--- config.mk ---
export PLATFORM = sky130hd
export DESIGN_NAME = ir_frame_capture_flat
export DESIGN_NICKNAME = d
export VERILOG_FILES = /design/src/rtl/ir_rx_pkg.sv /design/src/rtl/ir_frame_capture_if.sv /design/src/rtl/ir_edge_filter.sv /design/src/rtl/ir_frame_capture.sv /design/src/flat_wrapper.sv
export SDC_FILE = /design/constraint.sdc
export NUM_CORES = 1
export LEC_CHECK = 0
export CORE_MARGIN = 1.5
export CORE_UTILIZATION = 49
export DETAILED_ROUTE_END_ITERATION = 8
export PLACE_DENSITY = 0.7
export SLEW_MARGIN = 20
export SYNTH_ARGS = -nofsm -noshare
export SYNTH_HDL_FRONTEND = slang
export SYNTH_SLANG_ARGS = --single-unit
--- constraint.sdc ---
create_clock -name clk -period 1.9 [get_ports clk]
set_clock_uncertainty 0.05 [all_clocks]
set_input_delay 0.19 -clock clk [delete_from_list [all_inputs] [get_ports clk]]
set_output_delay 0.19 -clock clk [all_outputs]
set_load 0.02 [all_outputs]
--- src/rtl/ir_rx_pkg.sv ---
// rtl/ir_rx_pkg.sv - shared types and tick windows for the IR frame capture block
package ir_rx_pkg;

    localparam int WIDTH_W    = 12;
    localparam int DATA_BITS  = 11;
    localparam int FRAME_BITS = 12;

    localparam logic [WIDTH_W-1:0] WIDTH_SAT     = 12'd4095;
    localparam logic [WIDTH_W-1:0] HDR_MARK_MIN  = 12'd800;
    localparam logic [WIDTH_W-1:0] HDR_MARK_MAX  = 12'd1000;
    localparam logic [WIDTH_W-1:0] HDR_SPACE_MIN = 12'd350;
    localparam logic [WIDTH_W-1:0] HDR_SPACE_MAX = 12'd550;
    localparam logic [WIDTH_W-1:0] BIT_MARK_MIN  = 12'd40;
    localparam logic [WIDTH_W-1:0] BIT_MARK_MAX  = 12'd75;
    localparam logic [WIDTH_W-1:0] SPACE0_MIN    = 12'd40;
    localparam logic [WIDTH_W-1:0] SPACE0_MAX    = 12'd75;
    localparam logic [WIDTH_W-1:0] SPACE1_MIN    = 12'd140;
    localparam logic [WIDTH_W-1:0] SPACE1_MAX    = 12'd200;
    localparam logic [WIDTH_W-1:0] TIMEOUT_TICKS = 12'd1200;

    typedef enum logic [2:0] {
        ST_IDLE,
        ST_HDR_MARK,
        ST_HDR_SPACE,
        ST_BIT_MARK,
        ST_BIT_SPACE,
        ST_STOP_MARK,
        ST_DONE,
        ST_ERROR
    } rx_state_t;

    function automatic logic in_window(
        input logic [WIDTH_W-1:0] w,
        input logic [WIDTH_W-1:0] lo,
        input logic [WIDTH_W-1:0] hi
    );
        return (w >= lo) && (w <= hi);
    endfunction

endpackage

--- src/rtl/ir_frame_capture_if.sv ---
// rtl/ir_frame_capture_if.sv - IR input and decoded-word handoff to the UART reporting stage
interface ir_frame_capture_if;
    logic        ir_in;
    logic [10:0] ir_recieved_data;
    logic        capture_ready;
    logic        receive_status;
    logic        capture_rst;

    modport master (
        input  ir_in,
        output ir_recieved_data,
        output capture_ready,
        output receive_status,
        output capture_rst
    );

    modport slave (
        output ir_in,
        input  ir_recieved_data,
        input  capture_ready,
        input  receive_status,
        input  capture_rst
    );
endinterface

--- src/rtl/ir_edge_filter.sv ---
// rtl/ir_edge_filter.sv - synchronizer, glitch filter and registered fall/rise pulses
module ir_edge_filter #(
    parameter int FILT_LEN = 4
) (
    input  logic clk,
    input  logic rst_n,
    input  logic i_ir,
    output logic o_fall,
    output logic o_rise
);
    localparam int CNT_W = $clog2(FILT_LEN + 1);

    logic             r_sync1;
    logic             r_sync2;
    logic             r_level;
    logic [CNT_W-1:0] r_cnt;
    logic             r_fall;
    logic             r_rise;

    // Idle line is high, so everything resets to the idle level.
    always_ff @(posedge clk or negedge rst_n) begin
        if (!rst_n) begin
            r_sync1 <= 1'b1;
            r_sync2 <= 1'b1;
            r_level <= 1'b1;
            r_cnt   <= '0;
            r_fall  <= 1'b0;
            r_rise  <= 1'b0;
        end else begin
            r_sync1 <= i_ir;
            r_sync2 <= r_sync1;
            r_fall  <= 1'b0;
            r_rise  <= 1'b0;
            if (r_sync2 != r_level) begin
                if (r_cnt == CNT_W'(FILT_LEN - 1)) begin
                    r_level <= r_sync2;
                    r_cnt   <= '0;
                    r_fall  <= ~r_sync2;
                    r_rise  <= r_sync2;
                end else begin
                    r_cnt <= r_cnt + 1'b1;
                end
            end else begin
                r_cnt <= '0;
            end
        end
    end

    assign o_fall = r_fall;
    assign o_rise = r_rise;
endmodule

--- src/rtl/ir_frame_capture.sv ---
// rtl/ir_frame_capture.sv - pulse-distance IR frame decoder with parity check and status flags
module ir_frame_capture
    import ir_rx_pkg::*;
#(
    parameter int TICK_DIV = 500,
    parameter int FILT_LEN = 4
) (
    input  logic               clk,
    input  logic               rst_n,
    ir_frame_capture_if.master bus
);
    localparam int DIV_W = (TICK_DIV > 1) ? $clog2(TICK_DIV) : 1;

    logic                  w_fall;
    logic                  w_rise;
    logic                  w_edge;
    logic                  w_tick;
    logic                  w_timeout;
    logic                  w_is_zero;
    logic                  w_is_one;

    logic [DIV_W-1:0]      r_div;
    logic [WIDTH_W-1:0]    r_width;
    rx_state_t             r_state;
    logic [FRAME_BITS-1:0] r_shift;
    logic [3:0]            r_bitcnt;
    logic [DATA_BITS-1:0]  r_data;
    logic                  r_status;
    logic                  r_ready;
    logic                  r_capture_rst;

    ir_edge_filter #(
        .FILT_LEN (FILT_LEN)
    ) u_edge_filter (
        .clk    (clk),
        .rst_n  (rst_n),
        .i_ir   (bus.ir_in),
        .o_fall (w_fall),
        .o_rise (w_rise)
    );

    assign w_edge    = w_fall | w_rise;
    assign w_tick    = (r_div == DIV_W'(TICK_DIV - 1));
    assign w_timeout = (r_width > TIMEOUT_TICKS);
    assign w_is_zero = in_window(r_width, SPACE0_MIN, SPACE0_MAX);
    assign w_is_one  = in_window(r_width, SPACE1_MIN, SPACE1_MAX);

    always_ff @(posedge clk or negedge rst_n) begin
        if (!rst_n) begin
            r_div <= '0;
        end else if (w_tick) begin
            r_div <= '0;
        end else begin
            r_div <= r_div + 1'b1;
        end
    end

    // Cleared on the edge itself, so the value seen on an edge cycle is the width just ended.
    always_ff @(posedge clk or negedge rst_n) begin
        if (!rst_n) begin
            r_width <= '0;
        end else if (w_edge) begin
            r_width <= '0;
        end else if (w_tick && (r_width != WIDTH_SAT)) begin
            r_width <= r_width + 1'b1;
        end
    end

    always_ff @(posedge clk or negedge rst_n) begin
        if (!rst_n) begin
            r_state       <= ST_IDLE;
            r_shift       <= '0;
            r_bitcnt      <= '0;
            r_data        <= '0;
            r_status      <= 1'b0;
            r_ready       <= 1'b0;
            r_capture_rst <= 1'b1;
        end else begin
            r_capture_rst <= 1'b1;
            case (r_state)
                ST_IDLE: begin
                    if (w_fall) begin
                        r_state <= ST_HDR_MARK;
                    end
                end
                // A bad header is treated as noise: no flags move.
                ST_HDR_MARK: begin
                    if (w_rise) begin
                        if (in_window(r_width, HDR_MARK_MIN, HDR_MARK_MAX)) begin
                            r_capture_rst <= 1'b0;
                            r_ready       <= 1'b0;
                            r_shift       <= '0;
                            r_bitcnt      <= '0;
                            r_state       <= ST_HDR_SPACE;
                        end else begin
                            r_state <= ST_IDLE;
                        end
                    end else if (w_timeout) begin
                        r_state <= ST_IDLE;
                    end
                end
                ST_HDR_SPACE: begin
                    if (w_fall) begin
                        r_state <= in_window(r_width, HDR_SPACE_MIN, HDR_SPACE_MAX)
                                   ? ST_BIT_MARK : ST_ERROR;
                    end else if (w_timeout) begin
                        r_state <= ST_ERROR;
                    end
                end
                ST_BIT_MARK: begin
                    if (w_rise) begin
                        r_state <= in_window(r_width, BIT_MARK_MIN, BIT_MARK_MAX)
                                   ? ST_BIT_SPACE : ST_ERROR;
                    end else if (w_timeout) begin
                        r_state <= ST_ERROR;
                    end
                end
                ST_BIT_SPACE: begin
                    if (w_fall) begin
                        if (w_is_zero || w_is_one) begin
                            r_shift  <= {w_is_one, r_shift[FRAME_BITS-1:1]};
                            r_bitcnt <= r_bitcnt + 1'b1;
                            r_state  <= (r_bitcnt == 4'(FRAME_BITS - 1))
                                        ? ST_STOP_MARK : ST_BIT_MARK;
                        end else begin
                            r_state <= ST_ERROR;
                        end
                    end else if (w_timeout) begin
                        r_state <= ST_ERROR;
                    end
                end
                ST_STOP_MARK: begin
                    if (w_rise) begin
                        if (in_window(r_width, BIT_MARK_MIN, BIT_MARK_MAX) && !(^r_shift)) begin
                            r_state <= ST_DONE;
                        end else begin
                            r_state <= ST_ERROR;
                        end
                    end else if (w_timeout) begin
                        r_state <= ST_ERROR;
                    end
                end
                ST_DONE: begin
                    r_data   <= r_shift[DATA_BITS-1:0];
                    r_status <= 1'b1;
                    r_ready  <= 1'b1;
                    r_state  <= ST_IDLE;
                end
                ST_ERROR: begin
                    r_status <= 1'b0;
                    r_ready  <= 1'b1;
                    r_state  <= ST_IDLE;
                end
                default: begin
                    r_state <= ST_IDLE;
                end
            endcase
        end
    end

    assign bus.ir_recieved_data = r_data;
    assign bus.capture_ready    = r_ready;
    assign bus.receive_status   = r_status;
    assign bus.capture_rst      = r_capture_rst;
endmodule

--- src/flat_wrapper.sv ---
// flat-port wrapper written by rule: the top's interface ports become plain ports
module ir_frame_capture_flat import ir_rx_pkg::*;
#(
    parameter int TICK_DIV = 500,
    parameter int FILT_LEN = 4
)
  (clk, rst_n, bus_ir_in, bus_ir_recieved_data, bus_capture_ready, bus_receive_status, bus_capture_rst);
  ir_frame_capture_if bus_i ();
  input  logic clk;
  input  logic rst_n;
  input wire logic [$bits(bus_i.ir_in)-1:0] bus_ir_in;
  output wire logic [$bits(bus_i.ir_recieved_data)-1:0] bus_ir_recieved_data;
  output wire logic [$bits(bus_i.capture_ready)-1:0] bus_capture_ready;
  output wire logic [$bits(bus_i.receive_status)-1:0] bus_receive_status;
  output wire logic [$bits(bus_i.capture_rst)-1:0] bus_capture_rst;
  assign bus_i.ir_in = bus_ir_in;
  assign bus_ir_recieved_data = bus_i.ir_recieved_data;
  assign bus_capture_ready = bus_i.capture_ready;
  assign bus_receive_status = bus_i.receive_status;
  assign bus_capture_rst = bus_i.capture_rst;
  ir_frame_capture #(.TICK_DIV(TICK_DIV), .FILT_LEN(FILT_LEN)) u_core (.clk(clk), .rst_n(rst_n), .bus(bus_i));
endmodule
Word level (Yosys, flattened, before mapping)
Index checks and enable logic that the tools add are counted.
- flip-flop bits (word level): 62
- output and inout port bits: 14
- logic and storage cells: 108
- bits of input ports: 3
- reductions and logical operators: 19
- bitwise operators: 2
- equal/unequal tests: 18
- add/subtract/negate cells: 4
- muxes and demuxes: 41
- magnitude comparators: 9
- operators by type and width (operator ; count):
    $mux W12 ; 6
    $mux W3 ; 13
    $le A12 B10 Y1 const B ; 2
    $pmux W12 S2 ; 1
    $pmux W3 S7 ; 1
    $mux W4 ; 4
    $add A12 B1 Y12 const B ; 1
    $eq A3 B3 Y1 const B ; 4
    $ge A12 B10 Y1 const B ; 1
    $ge A12 B6 Y1 const B ; 1
    $ge A12 B8 Y1 const B ; 1
    $ge A12 B9 Y1 const B ; 1
    $gt A12 B11 Y1 const B ; 1
    $le A12 B7 Y1 const B ; 1
    $le A12 B8 Y1 const B ; 1
    $ne A12 B12 Y1 const B ; 1
    $reduce_xor A12 Y1 ; 1
    $mux W1 ; 10
    $add A9 B1 Y9 const B ; 1
    $eq A3 B2 Y1 const B ; 3
    $eq A9 B9 Y1 const B ; 1
    $mux W9 ; 1
    $pmux W4 S2 ; 1
    $reduce_bool A2 Y1 ; 4
    20 further kinds ; 31

Logic depth before layout (Yosys ltp)
- depth in word-level cells: 6
- gate-level depth with buffers: 7
- gate-level depth less buffers: 7

Cells and area by module
Synthesis repeated with hierarchy kept, for this count alone.
- cell total of the unflattened synthesis: 327
- area, all modules: 3284.4 um2
- modules (own cells, without submodules) (module ; area an instance (um2) ; instances ; seq. area each (um2) ; cells each):
    ir_frame_capture ; 2995.4 ; 1 ; 1352.5 ; 310
    ir_edge_filter ; 289.0 ; 1 ; 203.9 ; 17

Least setup slack after synthesis
No wires, ideal clock.
- path kind: register -> register
- start: register u_core.r_width[2]
- end: register u_core.r_bitcnt[2]
- setup slack: -76 ps
- buffers on the path: 1
- library setup time: 119 ps
- period minus slack after synthesis: 1976 ps
- data required time: 1731 ps
- arrival: 1807 ps
- cell stages (with the launch flop): 7
- cell sequence: dfrtp_1 > buf_6 > o31a_1 > or4_4 > a31oi_4 > a21boi_1 > o21a_1
- word-level cells in the longest chain between the ends: 5
- elaborated cells between the ends (all ways): 13
- those cells by class: order compare: 6; eq/ne: 2; reduce/logical: 5
- RTL lines (what ; line ; source):
    start: declaration ; ir_frame_capture.sv:23 ; logic [WIDTH_W-1:0] r_width;
    start signal: assignment ; ir_frame_capture.sv:65 ; r_width <= r_width + 1'b1;
    $ge A12 B6 Y1 (tied with other cells) ; ir_rx_pkg.sv:37 ; return (w >= lo) && (w <= hi);
    $logic_and A1 B1 Y1 ; ir_rx_pkg.sv:37 ;
    $logic_or A1 B1 Y1 ; ir_frame_capture.sv:120 ; if (w_is_zero || w_is_one) begin
    $ne A2 B1 Y1 (no source line) ; -- ;
    $reduce_and A5 Y1 (no source line) * ; -- ;
    end signal: assignment ; ir_frame_capture.sv:122 ; r_bitcnt <= r_bitcnt + 1'b1;
    end: declaration ; ir_frame_capture.sv:26 ; logic [3:0] r_bitcnt;
Mark *: on every way between the ends. The rest lies on a longest branch, timed or not.
A chain may end at the register's enable or synchronous reset.

Worst setup path in the final report
- start: register u_core.r_width[2]
- end: register u_core.r_bitcnt[0]
Same word-level chain as after synthesis.

==> qor.txt <==
Cell count of the worst hold path: 1
Top cells by count, synth: sky130_fd_sc_hd__dfrtp_1, sky130_fd_sc_hd__nand2_1, sky130_fd_sc_hd__o21ai_0
Clk pwr share: 0.420
Final worst setup slack: -0.0280 ns
Antenna violations before repair: 0
Share of total power in combinational logic: 0.087
Antenna violation net count after detailed routing: 0
Global-route met2 utilization: 0.324
Die Height: 84.5 um
Number of distinct standard cells referenced by the synthesized netlist: 57
H-tree lvl count: 3
Yosys top cell area share: 0.446
Relative slew slack: 0.605
Worst hold slack across all endpoints: 0.208 ns
Routed wire per std cell: 14.3 um
Top_reg_cell synth: sky130_fd_sc_hd__dfrtp_1
Post-layout minimum cycle time: 1.93 ns
Pwr dens: 703 nW/um^2
Final worst path period share: 1.01
Type of element launching the critical path: register
Net count after synthesis: 339
Hold path start: bus_ir_in
Leading area contributor after synthesis: sky130_fd_sc_hd__dfrtp_1
Layout net count: 392
Worst Path Max Fanout: 5
Total CTS buffers: 9
Share of synthesized area occupied by flip-flops and latches: 0.478
Critical path type: register to register
Post-detailed-placement half-perimeter wirelength: 4.59 mm
First-pass GRT wire length: 11.6 mm
FP Rows: 29
Detailed-route vias per instance: 5.55
Via count of the first global-routing pass: 2,542
Failing checks: setup timing
Startpoint of the lowest-slack register-to-register path: u_core.r_width[2]$_DFFE_PN0P_
Global-route layer with the greatest usage: met2
Total global routing overflow: 0
Share of async-settable or async-resettable flops after synthesis: 1.00
Type of element capturing the critical path: register
Slew of the pin with the lowest slew margin: 0.591 ns
Depth of the worst register-to-register path: 5
# fillers: 529
Iteration-0 DRC count of the detailed router: 184
Crit path DAT: 2.13 ns
Count of pins over their slew limit: 0
Number of warnings reported in the yosys synthesis log: 0
Clock Tree Buf Depth: 2
# setup viols final: 5
Clock-pin slew on the worst setup and hold paths: 0.08 ns
Number of ports placed on the die boundary: 17
HP Class: input port to register
Synthesized cell area: 3260 sq um
Highest attainable clock frequency: 519 MHz
Routability Congestion: 0.929
Cells after synthesis: 331
Crit path required time: 2.10 ns
Internal power contribution: 2.13 mW
Setup repair after global routing missed its margin: yes
Final core utilization: 0.636
Switch share: 0.253
Largest voltage drop on the vdd net: 0.484 mV
Result of the run: finished with violations
Synth top area cells: sky130_fd_sc_hd__dfrtp_1, sky130_fd_sc_hd__xnor2_1, sky130_fd_sc_hd__nand2_1, sky130_fd_sc_hd__mux2_2, sky130_fd_sc_hd__o21ai_0
Finished Layout Cells: 466
Fraction of final layout cells with drive strength greater than 1: 0.252
Clock tree from TritonCTS: yes
#FFs+latches synth: 62
Vias after detailed routing: 2,587
Dominant cell by count in the synthesized netlist: sky130_fd_sc_hd__dfrtp_1
Floorplan die area: 7140 sq um
Lkg Pwr: 1.80 nW
Die Width: 84.5 um
Combined global-route utilization of all metal layers: 0.202
Pre-Repair DR Iteration Count: 4
Number of remaining DRC errors: 0
Area of the core: 6390 sq um
Net switching power of the design: 721 uW
WL final: 6.68 mm
Root buf cell: sky130_fd_sc_hd__clkbuf_8
Clk_lat worst skew: 0.34 ns
Count of flip-flops with a built-in enable after synthesis: 0
ANT cells: 0
Count of placed standard cells including taps: 448
First element of the critical path: u_core.r_width[2]$_DFFE_PN0P_
Power consumption: 2.86 mW
Port-buffer cells: 16
Area growth from synthesis to final layout: 24.8%
Number of hold violations in the final report: 0
Global Route met3 Usage: 0.0501
GR met1 Demand/Resource: 0.270
Starting density of the core: 0.510
Largest net degree at the start of global routing: 63
CTS sink count: 62
Post-synthesis average cell area: 9.84 sq um
Max-cap viol count: 0
Part of the power in registers: 0.493
stage by stage:
step	setup TNS [ns]	cell area, sq um	setup WS [ns]
after floorplan	-0.426	3260	-0.0759
after global placement	0	3760	0.00228
after detailed placement	-0.0800	3760	-0.0645
after CTS	-0.100	4020	-0.0261
after global routing	-1.60	4060	-0.119
final	-0.0637	4060	-0.0280
sequential cells by signal, indices dropped and copies added (netlist names):
name / cells
u_core.u_edge_filter.r_cnt: 3
u_core.r_shift: 12
u_core.r_div: 9
u_core.bus.ir_recieved_data: 11
u_core.r_state: 3
u_core.u_edge_filter.r_sync2: 1
u_core.r_bitcnt: 4
u_core.u_edge_filter.r_sync1: 1
u_core.u_edge_filter.o_fall: 1
u_core.u_edge_filter.r_level: 1
u_core.bus.receive_status: 1
u_core.bus.capture_ready: 1
u_core.r_width: 12
u_core.u_edge_filter.o_rise: 1
u_core.bus.capture_rst: 1
critical path, stage by stage, from the launching register on:
cell                      delay (ns)
sky130_fd_sc_hd__dfrtp_1        0.40
sky130_fd_sc_hd__o31a_1         0.30
sky130_fd_sc_hd__or4_4          0.52
sky130_fd_sc_hd__a31oi_4        0.22
sky130_fd_sc_hd__buf_6          0.14
sky130_fd_sc_hd__mux2i_2        0.19
power groups by stage:
stage	sequential, mW	combinational (mW)	clock [mW]
6_report	1.41	0.248	1.20
5_1_grt	1.41	0.282	1.29
4_1_cts	1.41	0.242	1.23
3_5_place_dp	1.43	0.238	0
3_3_place_gp	1.43	0.233	0
2_1_floorplan	1.43	0.130	0
final timing paths:
kind / end / slack [ns]
setup / recovery: u_core.r_bitcnt[0]$_DFFE_PN0P_ / -0.03
hold / removal: u_core.u_edge_filter.r_sync1$_DFF_PN1_ / 0.21
setup reg to reg: u_core.r_bitcnt[0]$_DFFE_PN0P_ / -0.03
hold reg to reg: u_core.u_edge_filter.r_sync2$_DFF_PN1_ / 0.31
max in group asynchronous: u_core.u_edge_filter.r_level$_DFFE_PN1P_ / 1.13
min in group asynchronous: u_core.bus.ir_recieved_data[4]$_DFFE_PN0N_ / 0.34
final cells by class:
cell class	instances	area [sq um]	area share
multi-input cells	244	1640	0.404
flip-flops and latches	62	1560	0.383
repair buffers	60	533	0.131
clock buffers	10	138	0.0339
well taps	77	96.3	0.0237
clock inverters	6	70.1	0.0172
inverters	7	26.3	0.00647
timing repair:
action                                 4_1_cts  5_1_grt
hold buffers                                 1        0
endpoints found under the hold margin       58        0
setup buffers                                1        0
setup endpoints to repair                   10       26
resized for setup                           11       10
pin swaps                                    0        3
per-layer routing:
layer,share of wire,wire length (um)
met5,0,0
met4,0.016,105
met3,0.040,270
met2,0.48,3190
met1,0.47,3110
logic make-up (layout without fill, tap and decap cells):
| group | count (synthesis) | after routing | share of synthesized area |
|---|---|---|---|
| AND/OR/NAND/NOR | 142 | 142 | 0.225 |
| flip-flops | 62 | 62 | 0.478 |
| AO/OA/AOI/OAI | 60 | 60 | 0.125 |
| buffers and inverters | 25 | 83 | 0.0392 |
| XOR/XNOR | 24 | 24 | 0.0688 |
| multiplexers | 13 | 13 | 0.0446 |
| adder cells (fa/ha/maj) | 5 | 5 | 0.0192 |
placed cells by master (no fill, tap or decap), types with 3 or more instances in the layout:
master,n
sky130_fd_sc_hd__dfstp_2,4
sky130_fd_sc_hd__nand2b_1,4
sky130_fd_sc_hd__dfrtp_1,58
sky130_fd_sc_hd__o21ai_0,15
sky130_fd_sc_hd__clkinvlp_4,3
sky130_fd_sc_hd__nand2_1,48
sky130_fd_sc_hd__buf_4,38
sky130_fd_sc_hd__nand4_1,3
sky130_fd_sc_hd__o21ai_1,10
sky130_fd_sc_hd__ha_1,5
sky130_fd_sc_hd__nor2_1,23
sky130_fd_sc_hd__a21oi_1,6
sky130_fd_sc_hd__and2_1,3
sky130_fd_sc_hd__a31oi_1,4
sky130_fd_sc_hd__xnor2_1,22
sky130_fd_sc_hd__clkbuf_8,10
sky130_fd_sc_hd__or2_2,3
sky130_fd_sc_hd__buf_12,3
sky130_fd_sc_hd__inv_1,7
sky130_fd_sc_hd__nor2b_1,6
sky130_fd_sc_hd__nor3b_1,6
sky130_fd_sc_hd__nor3_1,10
sky130_fd_sc_hd__mux2_2,12
sky130_fd_sc_hd__clkdlybuf4s50_1,15
sky130_fd_sc_hd__nand3_1,10
sky130_fd_sc_hd__and3b_1,3
(Power assumes the default switching activity.)
